File: src/rtl/midi_note_source_if.sv
`default_nettype none
// ============================================================================
// midi_note_source_if : raw MIDI byte stream from the UART receiver
// Rev 1.0
// ============================================================================
interface midi_note_source_if;
  logic       midi_valid;
  logic [7:0] midi_data;

  modport master (output midi_valid, output midi_data);
  modport slave  (input  midi_valid, input  midi_data);
endinterface
`default_nettype wire

File: src/rtl/midi_note_source.sv
`default_nettype none
// ============================================================================
// midi_note_source : MIDI parser, channel filter and last-note-priority stack
// Rev 1.0
// ============================================================================
module midi_note_source #(
  parameter int CHANNEL = 0,
  parameter int DEPTH   = 4
) (
  input  wire logic                         clk,
  input  wire logic                         reset,
  input  wire logic                         ce,
  midi_note_source_if.slave                 midi,
  output logic                              note_on,
  output logic                              note_repeat,
  output logic [6:0]                        note_start,
  output logic [6:0]                        vel_start,
  output logic [$clog2(DEPTH+1)-1:0]        stack_count
);
  localparam int CW = $clog2(DEPTH + 1);

  typedef enum logic [1:0] {
    NO_STATUS = 2'd0,
    WAIT_D1   = 2'd1,
    WAIT_D2   = 2'd2
  } state_t;

  state_t     r_state, w_state_nx;
  logic [7:0] r_status, w_status_nx;
  logic [6:0] r_d1, w_d1_nx;
  logic       w_done;
  logic [6:0] w_m_d1, w_m_d2;

  always_ff @(posedge clk or posedge reset) begin
    if (reset) begin
      r_state  <= NO_STATUS;
      r_status <= 8'd0;
      r_d1     <= 7'd0;
    end else begin
      r_state  <= w_state_nx;
      r_status <= w_status_nx;
      r_d1     <= w_d1_nx;
    end
  end

  // Realtime bytes (F8-FF) fall through untouched so they can sit anywhere.
  always_comb begin
    w_state_nx  = r_state;
    w_status_nx = r_status;
    w_d1_nx     = r_d1;
    w_done      = 1'b0;
    w_m_d1      = r_d1;
    w_m_d2      = 7'd0;
    if (midi.midi_valid && (midi.midi_data < 8'hF8)) begin
      if (midi.midi_data[7]) begin
        if (midi.midi_data < 8'hF0) begin
          w_status_nx = midi.midi_data;
          w_state_nx  = WAIT_D1;
        end else begin
          w_status_nx = 8'd0;
          w_state_nx  = NO_STATUS;
        end
      end else begin
        case (r_state)
          WAIT_D1: begin
            w_d1_nx = midi.midi_data[6:0];
            w_m_d1  = midi.midi_data[6:0];
            if ((r_status[7:4] == 4'hC) || (r_status[7:4] == 4'hD)) w_done = 1'b1;
            else                                                    w_state_nx = WAIT_D2;
          end
          WAIT_D2: begin
            w_done     = 1'b1;
            w_m_d2     = midi.midi_data[6:0];
            w_state_nx = WAIT_D1;
          end
          default: ;
        endcase
      end
    end
  end

  logic       w_chan_ok;
  logic       r_ev_on, r_ev_off, r_ev_clr;
  logic [6:0] r_ev_note, r_ev_vel;

  assign w_chan_ok = w_done && (r_status[3:0] == CHANNEL[3:0]);

  always_ff @(posedge clk or posedge reset) begin
    if (reset) begin
      r_ev_on   <= 1'b0;
      r_ev_off  <= 1'b0;
      r_ev_clr  <= 1'b0;
      r_ev_note <= 7'd0;
      r_ev_vel  <= 7'd0;
    end else begin
      r_ev_on   <= w_chan_ok && (r_status[7:4] == 4'h9) && (w_m_d2 != 7'd0);
      r_ev_off  <= w_chan_ok && ((r_status[7:4] == 4'h8) ||
                                 ((r_status[7:4] == 4'h9) && (w_m_d2 == 7'd0)));
      r_ev_clr  <= w_chan_ok && (r_status[7:4] == 4'hB) &&
                   ((w_m_d1 == 7'd120) || (w_m_d1 == 7'd123));
      r_ev_note <= w_m_d1;
      r_ev_vel  <= w_m_d2;
    end
  end

  // Stack slot 0 is the oldest entry, slot count-1 is the sounding note.
  logic [DEPTH-1:0][6:0] r_n, r_v, w_n, w_v;
  logic [CW-1:0]         r_count;
  logic                  r_rep, w_rep_nx;
  logic [6:0]            r_note, r_vel, w_note_nx, w_vel_nx;
  logic                  w_hit, w_retrig;
  int                    w_idx, w_cnt;

  always_comb begin
    w_n      = r_n;
    w_v      = r_v;
    w_cnt    = int'(r_count);
    w_hit    = 1'b0;
    w_idx    = 0;
    w_retrig = 1'b0;
    for (int i = 0; i < DEPTH; i++) begin
      if ((i < int'(r_count)) && (r_n[i] == r_ev_note)) begin
        w_hit = 1'b1;
        w_idx = i;
      end
    end
    if (r_ev_clr) begin
      w_cnt = 0;
    end else if (r_ev_on && w_hit && (w_idx == w_cnt - 1)) begin
      for (int i = 0; i < DEPTH; i++) if (i == w_idx) w_v[i] = r_ev_vel;
      w_retrig = 1'b1;
    end else if (r_ev_on) begin
      if (w_hit) begin
        for (int i = 0; i < DEPTH - 1; i++) begin
          if (i >= w_idx) begin
            w_n[i] = w_n[i+1];
            w_v[i] = w_v[i+1];
          end
        end
        w_cnt = w_cnt - 1;
      end
      if (w_cnt == DEPTH) begin
        for (int i = 0; i < DEPTH - 1; i++) begin
          w_n[i] = w_n[i+1];
          w_v[i] = w_v[i+1];
        end
        w_cnt = w_cnt - 1;
      end
      for (int i = 0; i < DEPTH; i++) begin
        if (i == w_cnt) begin
          w_n[i] = r_ev_note;
          w_v[i] = r_ev_vel;
        end
      end
      w_cnt = w_cnt + 1;
    end else if (r_ev_off && w_hit) begin
      for (int i = 0; i < DEPTH - 1; i++) begin
        if (i >= w_idx) begin
          w_n[i] = w_n[i+1];
          w_v[i] = w_v[i+1];
        end
      end
      w_cnt = w_cnt - 1;
    end
  end

  // Empty stack keeps the last note/velocity so the envelope can release it.
  always_comb begin
    w_note_nx = r_note;
    w_vel_nx  = r_vel;
    for (int i = 0; i < DEPTH; i++) begin
      if (i == w_cnt - 1) begin
        w_note_nx = w_n[i];
        w_vel_nx  = w_v[i];
      end
    end
    if (w_cnt == 0)    w_rep_nx = 1'b0;
    else if (w_retrig) w_rep_nx = 1'b1;
    else if (ce)       w_rep_nx = 1'b0;
    else               w_rep_nx = r_rep;
  end

  always_ff @(posedge clk or posedge reset) begin
    if (reset) begin
      r_n     <= '0;
      r_v     <= '0;
      r_count <= '0;
      r_rep   <= 1'b0;
      r_note  <= 7'd0;
      r_vel   <= 7'd0;
    end else begin
      r_n     <= w_n;
      r_v     <= w_v;
      r_count <= CW'(w_cnt);
      r_rep   <= w_rep_nx;
      r_note  <= w_note_nx;
      r_vel   <= w_vel_nx;
    end
  end

  assign note_on     = (r_count != '0);
  assign note_repeat = r_rep;
  assign note_start  = r_note;
  assign vel_start   = r_vel;
  assign stack_count = r_count;
endmodule
`default_nettype wire

File: src/flat_wrapper.sv
// flat-port wrapper written by rule: the top's interface ports become plain ports
module midi_note_source_flat 
#(
  parameter int CHANNEL = 0,
  parameter int DEPTH   = 4
)
  (clk, reset, ce, note_on, note_repeat, note_start, vel_start, stack_count, midi_midi_valid, midi_midi_data);
  midi_note_source_if midi_i ();
  input  wire logic clk;
  input  wire logic reset;
  input  wire logic ce;
  output logic note_on;
  output logic note_repeat;
  output logic [6:0] note_start;
  output logic [6:0] vel_start;
  output logic [$clog2(DEPTH+1)-1:0] stack_count;
  input wire logic [$bits(midi_i.midi_valid)-1:0] midi_midi_valid;
  input wire logic [$bits(midi_i.midi_data)-1:0] midi_midi_data;
  assign midi_i.midi_valid = midi_midi_valid;
  assign midi_i.midi_data = midi_midi_data;
  midi_note_source #(.CHANNEL(CHANNEL), .DEPTH(DEPTH)) u_core (.clk(clk), .reset(reset), .ce(ce), .midi(midi_i), .note_on(note_on), .note_repeat(note_repeat), .note_start(note_start), .vel_start(vel_start), .stack_count(stack_count));
endmodule
File: config.mk
export PLATFORM = sky130hd
export DESIGN_NAME = midi_note_source_flat
export DESIGN_NICKNAME = d
export VERILOG_FILES = /design/src/rtl/midi_note_source_if.sv /design/src/rtl/midi_note_source.sv /design/src/flat_wrapper.sv
export SDC_FILE = /design/constraint.sdc
export NUM_CORES = 1
export LEC_CHECK = 0
export BUFFER_PORTS_ARGS = -buffer_cell sky130_fd_sc_hd__clkbuf_2
export CAP_MARGIN = 40
export CORE_MARGIN = 2
export CORE_UTILIZATION = 45
export DETAILED_ROUTE_END_ITERATION = 7
export SLEW_MARGIN = 10
export SYNTH_ARGS = -nofsm -noshare
export SYNTH_HDL_FRONTEND = slang
export SYNTH_SLANG_ARGS = --single-unit
File: constraint.sdc
create_clock -name clk -period 5.5 [get_ports clk]
set_clock_uncertainty 0.1 [all_clocks]
set_input_delay 1.1 -clock clk [delete_from_list [all_inputs] [get_ports clk]]
set_output_delay 1.1 -clock clk [all_outputs]
set_load 0.005 [all_outputs]
# Word-level counts from Yosys, hierarchy flattened
# Index checks and enable logic that the tools add are counted.
[word_totals] word_cells=167 out_inout_bits=19 reg_bits=101 input_bits=12
[classes] magnitude_cmp=9 muxes=79 reduce_logical=31 addsub=4 eq_ne=25
[ops] cell="2-to-1 mux 32 bit" count=12
[ops] cell="2-to-1 mux 7 bit" count=34
[ops] cell="2-to-1 mux 21 bit" count=8
[ops] cell="equality test 3 x 32 -> 1 bit (first input constant)" count=4
[ops] cell="zero test 32 bit" count=4
[ops] cell="2-to-1 mux 28 bit" count=4
[ops] cell="equality test 2 x 32 -> 1 bit (first input constant)" count=2
[ops] cell="subtractor 32 x 2 -> 32 bit (second input constant)" count=2
[ops] cell="adder 32 x 2 -> 32 bit (second input constant)" count=1
[ops] cell="equality test 3 x 32 -> 1 bit" count=1
[ops] cell="equality test 32 x 4 -> 1 bit (second input constant)" count=1
[ops] cell="equality test 7 bit" count=4
[ops] cell="equality test 4 bit (second input constant)" count=5
[ops] cell="less-than comparator 8 bit (second input constant)" count=2
[ops] cell="logical AND 1 bit" count=15
[ops] cell="equality test 7 bit (second input constant)" count=2
[ops] cell="2-to-1 mux 1 bit" count=14
[ops] cell="nonzero test 3 bit" count=3
[ops] cell="2-to-1 mux 2 bit" count=4
[ops] cell="2-to-1 mux 8 bit" count=1
[ops] cell="zero test 7 bit" count=1
[ops] cell="nonzero test 7 bit" count=1
[ops] cell="less-than comparator 1 x 3 -> 1 bit (first input constant)" count=2
[ops] cell="less-than comparator 2 x 3 -> 1 bit (first input constant)" count=2
[ops] cell="other kinds (15)" count=19

# Depth between registers and ports, before layout
[depth] ltp_word=25 ltp_mapped=27 depth_no_buf=22

# Worst setup path before layout
# Ideal clock, no wire load.
[synth_path] path_kind="register -> register" from="register u_core.r_count[0] (netlist: u_core.stack_count[0])" to="register u_core.r_note[3] (netlist: u_core.note_start[3])" period_less_slack_ns=5.367 arrival_time_ns=5.135 t_required_ns=5.268 setup_ns=0.132 setup_slack_ns=0.133 n_path_buf=4 stages_incl_launch_ff=26 path_cell_list="dfrtp_1 > buf_2 > inv_1 > ha_1 > ha_1 > a211oi_1 > nand4_1 > nand4_1 > buf_2 > nand2_1 > o21ai_0 > ha_1 > clkbuf_1 > nand3_1 > ha_1 > nor2_1 > nand4_1 > a21oi_1 > mux2_2 > nand2_1 > a2111oi_4 > and2_1 > buf_4 > mux2_4 > a221oi_1 > a2bb2oi_1"
[synth_lines] element="start: declaration" line_no="midi_note_source.sv:108" source="logic [CW-1:0] r_count;"
[synth_lines] element="start signal: assignment" line_no="midi_note_source.sv:194" source="r_count <= CW'(w_cnt);"
[synth_lines] element="end signal: assignment" line_no="midi_note_source.sv:196" source="r_note <= w_note_nx;"
[synth_lines] element="end: declaration" line_no="midi_note_source.sv:110" source="logic [6:0] r_note, r_vel, w_note_nx, w_vel_nx;"

==> flow_summary.json <==
{
  "status": "finished clean",
  "critPathBufInv": 1,
  "fin_crit_ns": 5.167,
  "async_flop_share_pct": 100.0,
  "dr_total_vias": 7820,
  "synthXorXnorAreaFrac_pct": 3.799,
  "clockBufferDepth": 2,
  "clock.fmax_ghz": 0.1935,
  "drtIter0Drc": 932,
  "synthAdderAreaFrac_pct": 1.809,
  "peakVddDrop_mv": 0.2099,
  "max_stage_delay_ns": 0.69,
  "end_kind": "register",
  "synthSimpleGateAreaFrac_pct": 19.08,
  "synth_compound_area_share_pct": 27.40,
  "yosys-mux-area-fraction_pct": 9.293,
  "clk_latency_ns": 0.36,
  "critical_path_peak_fanout": 11,
  "yosysWarningCount": 0,
  "dr_wl_met2_um": 13000,
  "finalHoldViolCount": 0,
  "cp_top_family": "simple AND/OR/NAND/NOR gates",
  "synth-edff-count": 0,
  "hp-class": "reg2reg",
  "cts_setup_buffers": 0,
  "grt_pass1_wl_um": 43830,
  "start_util_pct": 45.87,
  "dieArea_um2": 17960,
  "die_x_um": 134.0,
  "slew_headroom_pct": 36.65,
  "finish.utilization_pct": 51.21,
  "grt_max_degree": 67,
  "grt_pass1_vias": 7617,
  "cp_slowest_cell": "or4_1",
  "finalNetCount": 940,
  "setup_viol": 0,
  "ys_seq_elements": 101,
  "path_class": "reg2reg",
  "fin_ws_ns": 0.3326,
  "syn_nets": 921,
  "die_h_um": 134.0,
  "r2r_setup_slack_ns": 0.33,
  "synth_flop_cell": "dfrtp_1",
  "cts_tree": "built",
  "grt_setup_unrepaired": "no",
  "tightest_slew_ns": 0.9503,
  "antenna_found_initial": 0,
  "grt_use_total_pct": 31.79,
  "start_kind": "register",
  "drive_above_1_share_pct": 15.62,
  "cp.required_ns": 5.66,
  "coreArea_um2": 16580,
  "synth_top_family_by_area": "compound AO/OA/AOI/OAI gates",
  "highest_layer": "met4",
  "wl_per_cell_um": 25.02,
  "rows": 47,
  "io_pins": 31,
  "crit_chain": "xnor2_1 -> nand4_1 -> or4_1 -> nand4_1 -> buf_4 -> nand2_1 -> o21ai_0 -> nand3_1 -> ha_1 -> nor2_1 -> nand4_1 -> nand2_1 -> or3_1 -> o221a_2 -> nand2_1 -> o211ai_1 -> a31oi_1 -> and3_1 -> a211oi_1 -> o31ai_1",
  "dp_slack_ns": 0.2277,
  "met1_length_um": 11850,
  "clock-root-buffer": "clkbuf_16",
  "syn_area_um2": 7607,
  "gp_congestion": 0.9235,
  "drt-pass1-iter-count": 6,
  "maxSlewViolCount": 0,
  "synthCells": 898,
  "hold_slack_ns": 0.3862,
  "antenna_left": 0,
  "drt-total-wl_um": 28580,
  "avgSynthCellArea_um2": 8.471,
  "cts_num_sinks": 101,
  "seq_area_frac_synth_pct": 33.22,
  "cts_htree_levels": 3,
  "maxCapViolations": 0,
  "synth.distinct_cells": 73,
  "tns_ns": 0,
  "leakage_nw": 3.747,
  "final_common_cell": "dfrtp_1",
  "p_per_area_nw_per_um2": 242.9,
  "avgViaCountPerCell": 6.848,
  "drc": 0,
  "timing.final.crit_share_pct": 93.95,
  "io_buffers": 30,
  "dp_hpwl_um": 19770,
  "path_clk_slew_ns": 0.07,
  "area_growth_pct": 11.63,
  "dr_wl_met3_um": 2466,
  "diodes": 0,
  "cp.arrival_ns": 5.32,
  "layout_common_cells": "dfrtp_1, nand2_1, nor2_1, a21oi_1, buf_4",
  "numCtsBuffers": 9,
  "grt-ovfl-total": 0,
  "fill_cells": 1567
}
## worst register-to-register path: stages (launching register included)
cell and delay (ns):
dfrtp_1 0.48, xnor2_1 0.20, nand4_1 0.22, or4_1 0.69, nand4_1 0.22, buf_4 0.21, nand2_1 0.08, o21ai_0 0.17
nand3_1 0.14, ha_1 0.29, nor2_1 0.04, nand4_1 0.15, nand2_1 0.10, or3_1 0.33, o221a_2 0.31, nand2_1 0.40
o211ai_1 0.17, a31oi_1 0.27, and3_1 0.19, a211oi_1 0.06, o31ai_1 0.25
## cell usage after synthesis, types with 14 or more instances
master      n  area share, %
xnor2_1    26            3.0
o21ai_0    35            2.3
nor2_1     75            3.7
buf_2      19            1.2
o221ai_1   15            1.7
mux2_2     17            2.5
inv_1      30            1.5
a211oi_1   25            2.5
clkbuf_1   44            2.2
o22ai_1    32            2.6
mux2i_1    41            5.4
a31oi_1    18            1.5
nor3_1     35            2.3
nand3_1    18            1.2
nand2_1    83            4.1
dfrtp_1   101             33
o21a_1     14            1.4
and3_1     17            1.4
a21oi_1    53            3.5
## where the power goes
part / switching [mW] / internal, mW
Combinational: 0.284 / 0.216
Clock: 0.305 / 0.358
Sequential: 0.0931 / 0.807
Total: 0.683 / 1.38
## cell type report
type / instances / area, µm² / area share, %
clock inverters: 6 / 70.07 / 0.8251
well taps: 220 / 275.3 / 3.241
multi-input cells: 697 / 4712 / 55.49
flip-flops and latches: 101 / 2527 / 29.76
repair buffers: 78 / 563.0 / 6.630
clock buffers: 10 / 229.0 / 2.696
inverters: 30 / 115.1 / 1.356
## metal layers
metal / track usage, % / vias to the layer above
met5: 0 / -
met4: 15.91 / 0
met3: 6.122 / 87
met2: 49.46 / 450
met1: 42.47 / 3839
li1: - / 3444
## registers in the layout, indices dropped and copies added, names as in the netlist, 3 cells and up
name                flops
u_core.r_status         8
u_core.note_start       7
u_core.vel_start        7
u_core.r_ev_vel         7
u_core.r_v             28
u_core.stack_count      3
u_core.r_d1             7
u_core.r_n             28
## per-stage QoR
| stage | total power [mW] | instances | instance area (µm²) |
|---|---|---|---|
| global route | 2.152 | 1142 | 8492 |
| CTS | 2.058 | 1141 | 8449 |
| global placement | 1.391 | 1123 | 8128 |
| floorplan | 1.220 | 898 | 7607 |
| detailed placement | 1.399 | 1125 | 8150 |
| finish | 2.063 | 1142 | 8492 |
## what timing repair did
item,4_1_cts,5_1_grt
hold buffers,0,0
gates resized for setup,0,8
setup endpoints to repair,0,14
endpoints found under the hold margin,0,0
## cells by family after synthesis
family / count (synthesis)
AOI/OAI and AO/OA: 294
xor gates and xnor gates: 33
adders and majority gates: 11
buffers and inverters: 100
DFF: 101
muxes: 65
and+or+nand+nor: 294
## final timing paths
check | startpoint | cells after the start | end
setup reg to reg | u_core.r_n[20] | 20 | u_core.vel_start[3]
max in group asynchronous | reset | 4 | u_core.note_start[2]
setup / recovery | u_core.r_n[20] | 20 | u_core.vel_start[3]
hold reg to reg | u_core.r_status[0] | 2 | u_core.r_status[0]
hold / removal | u_core.r_status[0] | 2 | u_core.r_status[0]
min in group asynchronous | reset | 2 | u_core.r_v[9]
Note: power is estimated with default switching activity, not from simulation.
